### config.mk
export PLATFORM = sky130hd
export DESIGN_NAME = bit_enum_flat
export DESIGN_NICKNAME = d
export VERILOG_FILES = /design/src/rtl/bit_enum_if.sv /design/src/rtl/bit_enum.sv /design/src/flat_wrapper.sv
export SDC_FILE = /design/constraint.sdc
export NUM_CORES = 1
export LEC_CHECK = 0
export BUFFER_PORTS_ARGS = -buffer_cell sky130_fd_sc_hd__buf_4
export CORE_UTILIZATION = 35
export CTS_BUF_LIST = sky130_fd_sc_hd__clkbuf_4 sky130_fd_sc_hd__clkbuf_8
export DETAILED_ROUTE_END_ITERATION = 10
export GPL_ROUTABILITY_DRIVEN = 1
export MAX_ROUTING_LAYER = met4
export PLACE_DENSITY_LB_ADDON = 0.1
export SLEW_MARGIN = 20
export SYNTH_ARGS = -nofsm -noshare
export SYNTH_HDL_FRONTEND = slang
export SYNTH_SLANG_ARGS = --single-unit
### constraint.sdc
create_clock -name clk -period 2 [get_ports clk]
set_input_delay 0 -clock clk [delete_from_list [all_inputs] [get_ports clk]]
set_output_delay 0 -clock clk [all_outputs]
set_load 0.05 [all_outputs]
### src/rtl/bit_enum_if.sv
// Handshake bundle for bit_enum: vector input side and per-index output side.
// The design attaches through the slave modport; the driving environment uses master.
interface bit_enum_if #(
    parameter int W = 8
);
    logic                   in_vld;
    logic [W-1:0]           in_x;
    logic                   in_rdy;
    logic                   out_vld;
    logic [$clog2(W)-1:0]   out_idx;
    logic [$clog2(W):0]     out_cnt;
    logic                   out_last;
    logic                   out_rdy;
    logic                   drop;

    modport slave (
        input  in_vld, in_x, out_rdy,
        output in_rdy, out_vld, out_idx, out_cnt, out_last, drop
    );

    modport master (
        output in_vld, in_x, out_rdy,
        input  in_rdy, out_vld, out_idx, out_cnt, out_last, drop
    );
endinterface

### src/rtl/bit_enum.sv
// Set-bit enumerator: accepts a W-bit vector and emits the index of each set bit,
// lowest first, one per accepted output beat, with a running 1-based ordinal.
module bit_enum #(
    parameter int W = 8
) (
    input  logic        clk,
    input  logic        rst_n,
    bit_enum_if.slave   bus
);
    localparam int IW = $clog2(W);
    localparam int CW = IW + 1;

    typedef enum logic [0:0] {
        ST_IDLE = 1'b0,
        ST_EMIT = 1'b1
    } state_t;

    state_t         r_state;
    state_t         w_state_nxt;
    logic [W-1:0]   r_res;
    logic [W-1:0]   w_res_nxt;
    logic [CW-1:0]  r_cnt;
    logic [CW-1:0]  w_cnt_nxt;
    logic [IW-1:0]  r_idx;
    logic           r_last;
    logic           r_drop;
    logic           w_drop_nxt;
    logic           w_out_vld;
    logic           w_out_fire;
    logic           w_in_rdy;
    logic           w_in_fire;
    logic           w_in_zero;

    function automatic logic [IW-1:0] lsb_idx(input logic [W-1:0] x);
        logic [IW-1:0] idx;
        idx = {IW{1'b0}};
        for (int i = W - 1; i >= 0; i--) begin
            if (x[i]) begin
                idx = IW'(i);
            end
        end
        return idx;
    endfunction

    function automatic logic is_one_hot(input logic [W-1:0] x);
        return (x != {W{1'b0}}) && ((x & (x - W'(1))) == {W{1'b0}});
    endfunction

    assign w_out_vld  = (r_state == ST_EMIT);
    assign w_out_fire = w_out_vld & bus.out_rdy;
    // A finishing last beat frees the slot in the same cycle, so vectors stream without a bubble.
    assign w_in_rdy   = (r_state == ST_IDLE) | (w_out_fire & r_last);
    assign w_in_fire  = bus.in_vld & w_in_rdy;
    assign w_in_zero  = (bus.in_x == {W{1'b0}});

    assign bus.in_rdy   = w_in_rdy;
    assign bus.out_vld  = w_out_vld;
    assign bus.out_idx  = r_idx;
    assign bus.out_cnt  = r_cnt;
    assign bus.out_last = r_last;
    assign bus.drop     = r_drop;

    // Next-state, residual, ordinal and drop decisions.
    always_comb begin
        w_state_nxt = r_state;
        w_res_nxt   = r_res;
        w_cnt_nxt   = r_cnt;
        w_drop_nxt  = 1'b0;
        case (r_state)
            ST_IDLE: begin
                if (w_in_fire && !w_in_zero) begin
                    w_res_nxt   = bus.in_x;
                    w_cnt_nxt   = CW'(1);
                    w_state_nxt = ST_EMIT;
                end else begin
                    w_drop_nxt  = w_in_fire;
                end
            end
            ST_EMIT: begin
                if (w_out_fire && !r_last) begin
                    w_res_nxt = r_res & (r_res - W'(1));
                    w_cnt_nxt = r_cnt + CW'(1);
                end else if (w_out_fire) begin
                    if (w_in_fire && !w_in_zero) begin
                        w_res_nxt   = bus.in_x;
                        w_cnt_nxt   = CW'(1);
                        w_state_nxt = ST_EMIT;
                    end else begin
                        w_res_nxt   = {W{1'b0}};
                        w_state_nxt = ST_IDLE;
                        w_drop_nxt  = w_in_fire;
                    end
                end else begin
                    w_res_nxt = r_res;
                end
            end
            default: begin
                w_res_nxt   = {W{1'b0}};
                w_cnt_nxt   = {CW{1'b0}};
                w_state_nxt = ST_IDLE;
            end
        endcase
    end

    // State and registered output fields; idx/last are precomputed from the next residual.
    always_ff @(posedge clk or negedge rst_n) begin
        if (!rst_n) begin
            r_state <= ST_IDLE;
            r_res   <= {W{1'b0}};
            r_cnt   <= {CW{1'b0}};
            r_idx   <= {IW{1'b0}};
            r_last  <= 1'b0;
            r_drop  <= 1'b0;
        end else begin
            r_state <= w_state_nxt;
            r_res   <= w_res_nxt;
            r_cnt   <= w_cnt_nxt;
            r_idx   <= lsb_idx(w_res_nxt);
            r_last  <= is_one_hot(w_res_nxt);
            r_drop  <= w_drop_nxt;
        end
    end
endmodule

### src/flat_wrapper.sv
// flat-port wrapper written by rule: the top's interface ports become plain ports
module bit_enum_flat 
#(
    parameter int W = 8
)
  (clk, rst_n, bus_in_vld, bus_in_x, bus_out_rdy, bus_in_rdy, bus_out_vld, bus_out_idx, bus_out_cnt, bus_out_last, bus_drop);
  bit_enum_if #(.W(W)) bus_i ();
  input  logic clk;
  input  logic rst_n;
  input wire logic [$bits(bus_i.in_vld)-1:0] bus_in_vld;
  input wire logic [$bits(bus_i.in_x)-1:0] bus_in_x;
  input wire logic [$bits(bus_i.out_rdy)-1:0] bus_out_rdy;
  output wire logic [$bits(bus_i.in_rdy)-1:0] bus_in_rdy;
  output wire logic [$bits(bus_i.out_vld)-1:0] bus_out_vld;
  output wire logic [$bits(bus_i.out_idx)-1:0] bus_out_idx;
  output wire logic [$bits(bus_i.out_cnt)-1:0] bus_out_cnt;
  output wire logic [$bits(bus_i.out_last)-1:0] bus_out_last;
  output wire logic [$bits(bus_i.drop)-1:0] bus_drop;
  assign bus_i.in_vld = bus_in_vld;
  assign bus_i.in_x = bus_in_x;
  assign bus_i.out_rdy = bus_out_rdy;
  assign bus_in_rdy = bus_i.in_rdy;
  assign bus_out_vld = bus_i.out_vld;
  assign bus_out_idx = bus_i.out_idx;
  assign bus_out_cnt = bus_i.out_cnt;
  assign bus_out_last = bus_i.out_last;
  assign bus_drop = bus_i.drop;
  bit_enum #(.W(W)) u_core (.clk(clk), .rst_n(rst_n), .bus(bus_i));
endmodule
# Yosys cells after proc, flatten, opt, wreduce, memory -nomap -nowiden
# Cells that the tools add are included.
# Widths: inputs -> output; s select.
# totals
ff_bits	18
in_bits	12
out_inout_bits	11
wordCells	50
# classes
addsub	3
n_eq_ne	1
n_mux	25
n_bitwise	7
reduce_logical	8
# ops
operator	n
$mux 8	4
$mux 3	8
$and 8x8->8	2
$logic_not 8->1	2
$pmux 8 s2	1
$sub 8x1->8 const B	2
$mux 4	3
$pmux 4 s2	1
$reduce_bool 8->1	1
$mux 1	6
$add 4x1->4 const B	1
$pmux 1 s2	2
$and 1x1->1	3
$logic_and 1x1->1	3
$ne 3x3->1 const B	1
$logic_not 1->1	2
$not 1->1	1
$or 1x1->1	1

# Longest topological paths before layout
# Gate-level depths: netlist (run 1).
# depth
ltp_word	17
mapped_depth	10
depth_no_buf	8

# Least setup slack after synthesis (run 1)
# No wires, ideal clock.
# synth_timing
kind	reg-to-reg
startpoint	register u_core.r_last, in the netlist u_core.bus.out_last
endpoint	register u_core.r_last, in the netlist u_core.bus.out_last
setup_ps	127
t_arrival_ps	2456
required_ps	1873
slack_ps	-583
path_stages_with_launch	11
path_buffers	2
synth_period_minus_slack_ps	2583
cell_sequence	dfrtp_1 -> buf_2 -> a21boi_4 -> inv_2 -> and2_2 -> clkbuf_1 -> o2bb2ai_1 -> a221oi_1 -> a311o_1 -> a22oi_1 -> o22ai_1
# synth_via
elab_chain_len	12
word_cells_on_any_way	16
cone_classes	1 x add/sub; 5 x mux; 4 x bitwise; 6 x reduce/logical
# synth_lines
element	line_no	source
from (decl)	bit_enum.sv:25	logic r_last;
from (signal assigned)	bit_enum.sv:119	r_last <= is_one_hot(w_res_nxt);
$and 1x1->1 (*)	bit_enum.sv:52	assign w_in_rdy = (r_state == ST_IDLE) | (w_out_fire & r_last);
$or 1x1->1 (*)	bit_enum.sv:52	
named net bus_in_rdy	flat_wrapper.sv:13	output wire logic [$bits(bus_i.in_rdy)-1:0] bus_in_rdy;
$and 1x1->1 (*)	bit_enum.sv:53	assign w_in_fire = bus.in_vld & w_in_rdy;
$logic_and 1x1->1 (*)	bit_enum.sv:71, bit_enum.sv:84	
$mux 8	bit_enum.sv:84	if (w_in_fire && !w_in_zero) begin
$mux 8	bit_enum.sv:83	end else if (w_out_fire) begin
$mux 8	bit_enum.sv:80	if (w_out_fire && !r_last) begin
$pmux 8 s2 (*)	bit_enum.sv:69	case (r_state)
named net u_core.w_res_nxt[0]	bit_enum.sv:21	logic [W-1:0] w_res_nxt;
$sub 8x1->8	bit_enum.sv:46	return (x != {W{1'b0}}) && ((x & (x - W'(1))) == {W{1'b0}});
$and 8x8->8	bit_enum.sv:46	
$logic_not 8->1	bit_enum.sv:46	
$logic_and 1x1->1 (*)	bit_enum.sv:46	
# Mark *: on every way through the listed nets, which the timed path passes. The rest lies on a longest branch.
# A chain may end at the register's enable or synchronous reset.

# Worst setup path after layout (run 1)
# layout_timing
startpoint	register u_core.r_res[1]
endpoint	register u_core.r_last, in the netlist u_core.bus.out_last
# layout_via
elab_chain_len	8
word_cells_on_any_way	11
cone_classes	2 x add/sub; 4 x mux; 2 x bitwise; 3 x reduce/logical
# layout_lines
element	line_no	source
from (decl)	bit_enum.sv:20	logic [W-1:0] r_res;
from (signal assigned)	bit_enum.sv:109	r_res <= {W{1'b0}};
from (signal assigned)	bit_enum.sv:116	r_res <= w_res_nxt;
$sub 8x1->8 (*)	bit_enum.sv:81	w_res_nxt = r_res & (r_res - W'(1));
$and 8x8->8 (*)	bit_enum.sv:81	
$mux 8 (*)	bit_enum.sv:80	
$pmux 8 s2 (*)	bit_enum.sv:69	
named net u_core.w_res_nxt[3]	bit_enum.sv:21	
$sub 8x1->8	bit_enum.sv:46	
$and 8x8->8	bit_enum.sv:46	
$logic_not 8->1	bit_enum.sv:46	
$logic_and 1x1->1 (*)	bit_enum.sv:46	
# Marks and branches as above.

==> results by stage, run 1 <==
CTS:
- The CTS buffer count is 3.
- The number of buffers on the longest clock path is 2.
- The root buffer selected by CTS is clkbuf_4.
- At the later pin of the worst-skew pair, clock insertion delay measures 0.30 ns.
- After clock tree synthesis, the clock-pin slew on the worst setup and hold paths is between 0.1 and 0.15 ns.
- The clock tree from TritonCTS is done.
- The CTS sink count is 18.
- The number of H-tree levels is 1.

GRT:
- The number of antenna violations at the first check in global routing is 0.
- The global-route wire length before repair is about 5.4 mm.
- Global routing used about a fifth of the available tracks.
- The total congestion overflow after global routing is 0.
- Entering global routing, the biggest net connects 19 pins.
- The via count of the first global-routing pass was 1,152.

Timing:
- The final critical-path setup slack is -0.001427 ns.
- The worst path in the final design needs a cycle of about 2 ns, including I/O delays and setup.
- The aggregate negative setup slack is -0.001427 ns.
- Static timing analysis puts the maximum clock frequency at ~0.5 GHz.
- The relative max-transition margin is 66.33%.
- The final hold violation count was 0.
- The number of setup violations in the final report is 1.
- The post-route clock period utilization is 100.1%.
- The pin slew with the least headroom to its limit is 0.5005 ns.
- Setup repair after global routing could not meet its margin everywhere.
- The setup clock skew after layout is just under 0.004 ns.
- The number of max-slew violations in the final report is 0.

Critical path:
- The largest individual stage delay along the critical path comes from the cell dfrtp_1.
- The critical path goes through or3b_4 > o211ai_1 > o311ai_4 > a311o_1 > a22oi_2 > o22ai_1.
- Together, buffers and inverters on the worst path number 0.
- STA classifies the critical path startpoint as a register.
- Data on the critical path arrives at its endpoint at between 2 and 2.5 ns.
- By startpoint and endpoint, the worst setup path is classified as register to register.
- The beginning of the worst register-to-register path is u_core.r_res[1]$_DFF_PN0_.
- STA classifies the critical path endpoint as a register.
- The kind of cell with the highest combined delay on the critical path is compound AO/OA/AOI/OAI gates.
- In this run the worst path has a maximum fanout of 5.
- On the worst path, the slowest cell contributes a delay of 0.41 ns.
- The launch point of the worst path is u_core.r_res[1]$_DFF_PN0_.
- The critical path required time is between 2 and 2.5 ns.

Synthesis:
- Summing the areas of all fa, ha and maj instances in the mapped netlist gives roughly 1.1% of the synthesized area.
- The synthesized netlist devotes between 1.5 and 2% of its cell area to XOR and XNOR gates.
- Yosys printed 0 warnings.
- The number of distinct standard cells referenced by the synthesized netlist is between 40 and 50.
- The synthesized area divided by synthesized cell count is approximately 9.4 um2.
- The synthesis-stage register bit count is 18.
- The mux share of post-synthesis cell area is less than 1%.
- The synthesized netlist devotes ~21% of its cell area to simple gates.
- By area the synthesized netlist is led by dfrtp_1, nand2_1, o21ai_0, bufbuf_16, inv_1.
- Counting flops with a built-in enable in the synthesized netlist gives 0.
- By area, the combinational part of the netlist is dominated by compound AO/OA/AOI/OAI gates.
- The async set or reset register ratio after synthesis is 100.0%.
- Synthesis handed over a netlist of roughly 120 instances.
- The most used flip-flop cell after synthesis is dfrtp_1.
- The number of nets handed over by synthesis was 137.
- The area share of the largest cell type after synthesis is 38.79%.
- The leading area contributor after synthesis is dfrtp_1.
- The sequential share of the synthesized area is between 30% and 40%.
- The synthesized netlist devotes 29.53% of its cell area to compound gates.
- The cell area that synthesis handed to floorplanning was 1161 um2.

Layout:
- The fill cell instance count of the final layout is 320.
- The net count reported at finish is 189.
- The share of post-route cells with drive strength above 1 is 44.57%.
- The layout overhead on the synthesized area is 46.23%.
- The count of non-filler cells in the finished layout is between 200 and 250.
- The design area is approximately 1700 um2.
- At the end of the flow the core is filled with cells to 54.72%.
- The number of antenna diodes in the final layout is 0.

Flow run:
- The number of maximum-capacitance violations is 0.

Die:
- The die is ~60 um tall.
- Once the floorplan was initialized, standard cells occupied roughly 37% of the core.
- The die extent in x is ~60 um.
- The die covers between 3000 and 4000 um2.
- 23 I/O pins were placed.
- After floorplanning, the core was divided into 20 placement rows.
- The core region is 3103 um2.

Detailed routing:
- For this run, the detailed router's first-pass iteration total came to 4.
- After detailed routing, the number of remaining DRC violations is 0.
- Summed over all layers, the routed wires come to about 3.3 mm.
- Dividing the detail-routed wire length by the instance count gives around 15 um.
- The routed layout has approximately 1,200 vias.
- The number of design-rule violations left by the first detailed-router iteration is 31.
- Using the TritonRoute via totals, the vias-per-cell ratio works out to about 5.4.
- The count of nets left with antenna violations once routing finished came out at 0.

Power and ir drop:
- The analysis attributes to cell leakage a power of approximately 0.83 nW.
- The proportion of power drawn by combinational gates is about two thirds.
- In this run, the clock network consumes between 8 and 9% of the power.
- The power density relative to cell area is around 1600 nW/um2.
- The worst ir drop on vdd is between 0.8 and 0.9 mV.
- The net load switching power is 1.279 mW.
- Sequential cells account for a little under a quarter of the total power.
- The net switching fraction of the power is a little under half.
- The cell internal power dissipation is approximately 1.5 mW.

Place:
- In this run the cell area measured after placement is approximately 1600 um2.
- In this run the tool buffered the top-level ports with 22 buffer cells.
- The final weighted congestion of routability-driven global placement is 0.7514.
- At the placement stage, the worst setup path has a slack of -0.06113 ns.
- The total placed cells including tap cells is approximately 210.
- The half-perimeter wire length after placement is approximately 2.5 mm.

Min path:
- The class of the tightest hold or removal check is input pin to asynchronous set/reset pin.

Outcome:
- The final reports fail on setup timing.
- The run finished, with violations left.
## registers in the layout, summed over array words and instances, names as in the netlist
register and count:
u_core.bus.out_vld 1, u_core.bus.drop 1, u_core.bus.out_last 1, u_core.bus.out_cnt 4, u_core.bus.out_idx 3, u_core.r_res 8
## metrics by stage
stage | hold slack [ns] | power, mW
global placement | -0.1173 | 2.371
CTS | 0.07593 | 2.665
finish | 0.09398 | 2.747
global route | 0.09625 | 2.953
detailed placement | -0.1148 | 2.398
floorplan | -0.2956 | 1.805
## per-layer routing
metal / track usage, % / routed length [um] / up-vias
met5: - / 0 / -
met4: 7.309 / 70 / 0
met3: 4.803 / 100 / 9
met2: 34.35 / 1693 / 22
met1: 25.78 / 1417 / 576
li1: - / - / 570
## path summary, 6_finish.rpt
path	end	slack [ns]	cells after the start
worst min-delay path	u_core.bus.drop$_DFF_PN0_	0.09	2
worst max-delay path	u_core.bus.out_last$_DFF_PN0_	-0.001	6
worst max register to register	u_core.bus.out_last$_DFF_PN0_	-0.001	6
max in group asynchronous	u_core.bus.out_last$_DFF_PN0_	1.69	2
worst min register to register	u_core.bus.out_cnt[2]$_DFFE_PN0P_	0.58	1
min in group clk	u_core.r_res[0]$_DFF_PN0_	0.10	3
## cells in the mapped netlist, types with 3 or more instances
cell      instances
inv_1             7
a21oi_1           5
nand2_1          16
o22ai_1           3
nor4_1            3
nand3_1           5
a221oi_1          3
dfrtp_1          18
nor2_1            7
o21ai_0           7
nor2b_1           3
a22oi_1           3
a22o_1            3
## worst register-to-register path, delay by kind of cell, from the launching register on
kind / cells / cell delay [ns]
compound gates: 5 / 1.08
flops: 1 / 0.41
simple gates: 1 / 0.41
## layout make-up
class / count / area [um2] / share of cell area (%)
Clock buffer: 4 / 36.28 / 2.137
Inverter: 8 / 32.53 / 1.916
Multi-Input combinational cell: 93 / 728.2 / 42.89
Sequential cell: 18 / 452.9 / 26.68
Tap cell: 44 / 55.05 / 3.242
Timing Repair Buffer: 52 / 392.9 / 23.14
## cells in the final DEF, fill, tap and decap left out, types with 2 or more instances in the layout
cell type	n
a22oi_1	2
dfrtp_1	16
o2bb2ai_2	2
dfrtp_2	2
buf_4	51
o21ai_0	6
o22ai_1	3
o211ai_1	2
o21a_1	2
nor4_1	2
nor2b_1	3
nor2_2	2
nand2_1	15
clkbuf_4	3
inv_1	7
a22o_1	3
a221oi_2	2
and3_1	2
nand3_1	5
a21oi_1	5
nor2_1	5
## cells by family after synthesis
group / Yosys count
AOI/OAI and AO/OA: 43
buffers and inverters: 13
DFF: 18
and+or+nand+nor: 46
xor gates and xnor gates: 2
muxes: 1
adders and majority gates: 1
## power by group through the flow
stage,clock network [mW],logic [mW],registers [mW]
2_1_floorplan,0,0.881,0.924
3_3_place_gp,0,1.73,0.643
3_5_place_dp,0,1.75,0.652
4_1_cts,0.240,1.78,0.649
5_1_grt,0.256,2.02,0.677
6_report,0.232,1.86,0.659
## repair_timing
action,CTS,global route
hold buffers,1,0
hold endpoints to repair,18,0
pin swaps,4,8
endpoints found under the setup margin,2,3
resized for setup,2,5
buffers inserted,1,2
(Power assumes the default switching activity.)
==> run 2: changes to the inputs <==
- CTS_CLUSTER_DIAMETER: unset -> 60
- HOLD_SLACK_MARGIN: unset -> 0.1
==> run 2 against run 1 <==
The run still ends with setup timing left. Design area grew 4.1%. Clock skew fell by 0.0021 ns. Register-to-register slack barely moved. Clock-buffer cell count unchanged. Core utilization increased by 2.3 points. Sequential power is essentially flat. Critical path type unchanged. Critical endpoint unchanged.
==> results by stage, run 2 (synthesis results as in run 1) <==
Timing:
- In this run the tightest slew margin relative to its limit is between 40% and 50%.
- Setup repair after global routing could not meet its margin everywhere.
- The post-layout minimum cycle time is 2.015 ns.
- The setup clock skew after layout is between 0.0015 and 0.002 ns.
- The highest clock rate is 0.4962 GHz.
- The final critical-path setup slack is -0.01515 ns.
- The final critical path takes up 100.8% of the cycle.
- The final hold violation count is 0.
- The number of setup violations in the final report is 1.
- For the pin with the worst max-slew slack, the measured transition is approximately 0.83 ns.
- The number of max-slew violations in the final report is 0.

Critical path:
- The worst stage delay on the critical path is between 0.4 and 0.5 ns.
- The number of buffers and inverters on the critical path is 0.
- The setup path with the least slack is of type register to register.
- The signal on the critical path passes through or3b_4 > o211ai_1 > o311ai_4 > a311o_1 > a22oi_2 > o22ai_1.
- The maximum fanout along the worst path is 5.
- The standard cell with the maximum stage delay on the critical path is dfrtp_1.
- The kind of cell with the highest combined delay along the critical path is compound AO/OA/AOI/OAI gates.
- STA puts the critical path data arrival time at 2.21 ns.
- The critical path capture point type is a register.
- Data on the critical path is required at its endpoint by between 2 and 2.5 ns.
- The worst setup slack for register-to-register paths is -0.02 ns.
- The startpoint kind of the worst setup timing path is a register.

Layout:
- The library cell used most frequently in the layout, excluding fill and tap cells, is buf_4.
- The number of diodes is 0.
- The sequential cells in the finished layout cover a total of roughly 450 um2.
- The multi-input combinational cells in the finished layout cover a total of roughly 730 um2.
- The share of post-route cells with drive strength above 1 is a little over two fifths.
- Excluding fillers, the count of instances in the completed layout stands at approximately 230.
- The layout overhead on the synthesized area is 52.26%.
- The net count reported at finish is 196.
- Leaving out fill and tap cells, the most frequent cells in the layout are buf_4, dfrtp_1, nand2_1, dlygate4sd3_1, inv_1.
- The design area is 1768 um2.
- The register with the most flip-flops is u_core.r_res.
- The fill cell instance count of the final layout is around 310.
- The number of flip-flops in the largest register is 8.

CTS:
- The root buffer selected by CTS is clkbuf_4.
- TritonCTS built the clock tree.
- The number of buffers on the longest clock path is 2.
- The CTS sink count is 18.
- At the later pin of the worst-skew pair, clock insertion delay measures ~0.3 ns.
- The CTS buffer count is 3.
- In this run the number of H-tree levels came out at 1.
- Clock-pin slew was measured on the worst setup and hold paths at 0.11 ns.

Die:
- The count of standard-cell rows is 20.
- The initial core utilization is between 30% and 40%.
- In this run the vertical extent of the chip is between 50 and 60 um.
- The number of ports placed on the die boundary is 23.
- The die footprint is about 3600 um2.
- The region available for standard cell placement spans slightly above 3000 um2.
- The die extent in x is between 50 and 60 um.

Detailed routing:
- The number of remaining DRC errors is 0.
- The number of design-rule violations left by the first detailed-router iteration is 38.
- Detailed routing inserted a total of 1,188 vias.
- The average vias per placed instance is around 5.3.
- Before antenna repair, the detailed router went through 4 iterations.
- The wire length after detailed routing is ~3.4 mm.
- In the final routed layout, each cell accounts on average for around 15 um.
- In this run the remaining antenna-violating nets after routing total 0.

GRT:
- Global routing finished with a remaining overflow of 0.
- The total global routing track utilization is between 20% and 30%.
- The number of antenna violations at the first check in global routing is 0.
- Entering global routing, the biggest net connects 18 pins.
- The via count of the first global-routing pass came to approximately 1,200.
- The first global-routing pass estimated ~5.6 mm of wire.

Power and ir drop:
- Dividing total power by cell area gives a power density of approximately 1600 nW/um2.
- The worst ir drop on vdd is about 0.8 mV.
- In this run the static leakage power is between 0.8 and 0.9 nW.

Place:
- The half-perimeter wire length after placement is 2.460 mm.
- Port buffering added 22 buffers.
- The total placed cells including tap cells is 211.
- The final weighted congestion of routability-driven global placement is 0.7514.
- The post-placement cell area is 1595 um2.

Outcome:
- The flow ran to the end, but the final reports show violations.
- The checks that failed: setup timing.

Flow run:
- The number of maximum-capacitance violations is 0.

Min path:
- The class of the tightest hold or removal check is input pin to register.
run 2: cell count changes in the layout (fill, tap and decap cells not counted), sizes merged:
cell,delta
dlygate4sd3,+7
run 2: final cells by class:
cell class                      count  share of cell area [%]
Timing Repair Buffer               59                   26.19
Sequential cell                    18                   25.62
Inverter                            8                   1.840
Multi-Input combinational cell     93                   41.19
Clock buffer                        4                   2.052
Tap cell                           44                   3.114
run 2: tightest hold or removal path: stages:
cell and delay, ns:
buf_4 0.10, a22oi_1 0.07, a2bb2oi_2 0.16, inv_1 0.05
run 2: worst paths after layout:
| path | from | end | depth (start not counted) |
|---|---|---|---|
| min in group asynchronous | rst_n | u_core.r_res[1]$_DFF_PN0_ | 3 |
| max in group asynchronous | rst_n | u_core.bus.out_vld$_DFF_PN0_ | 3 |
| min | bus_in_x[6] | u_core.r_res[6]$_DFF_PN0_ | 4 |
| min reg2reg | u_core.bus.out_cnt[2]$_DFFE_PN0P_ | u_core.bus.out_cnt[2]$_DFFE_PN0P_ | 1 |
| max | u_core.r_res[1]$_DFF_PN0_ | u_core.bus.out_last$_DFF_PN0_ | 6 |
| max reg2reg | u_core.r_res[1]$_DFF_PN0_ | u_core.bus.out_last$_DFF_PN0_ | 6 |
run 2: repair_timing:
item | 4_1_cts | 5_1_grt
setup endpoints to repair | 2 | 4
hold buffers | 8 | 0
pin swaps | 4 | 8
setup buffers | 1 | 2
resized for setup | 2 | 6
hold endpoints to repair | 23 | 0
run 2: metrics by stage:
| stage | hold slack, ns | TNS [ns] | total power [mW] | setup WS [ns] | utilization, % |
|---|---|---|---|---|---|
| floorplan | -0.2956 | -0.3442 | 1.805 | -0.1492 | - |
| global placement | -0.1173 | -0.1106 | 2.371 | -0.07090 | 51.41 |
| detailed placement | -0.1148 | -0.1062 | 2.398 | -0.06113 | 51.41 |
| CTS | 0.1018 | -0.04297 | 2.676 | -0.02248 | 55.69 |
| global route | 0.1049 | -0.1492 | 2.965 | -0.1077 | 56.98 |
| finish | 0.1084 | -0.01515 | 2.755 | -0.01515 | 56.98 |
run 2: report_power, final:
group          switching, mW  total (mW)  internal (mW)  leakage, nW
registers              0.141       0.658          0.517        0.224
logic                   1.02        1.87          0.849        0.612
clock network          0.121       0.232          0.111       0.0210
total                   1.28        2.76           1.48        0.857
run 2: layer usage:
metal | global-route usage [%] | vias up | part of all wire [%] | wire length (um)
met3 | 4.803 | 7 | 3.5 | 116
li1 | - | 583 | - | -
met2 | 36.60 | 19 | 51 | 1721
met5 | - | - | 0 | 0
met4 | 6.312 | 0 | 1.6 | 53
met1 | 27.15 | 579 | 44 | 1466
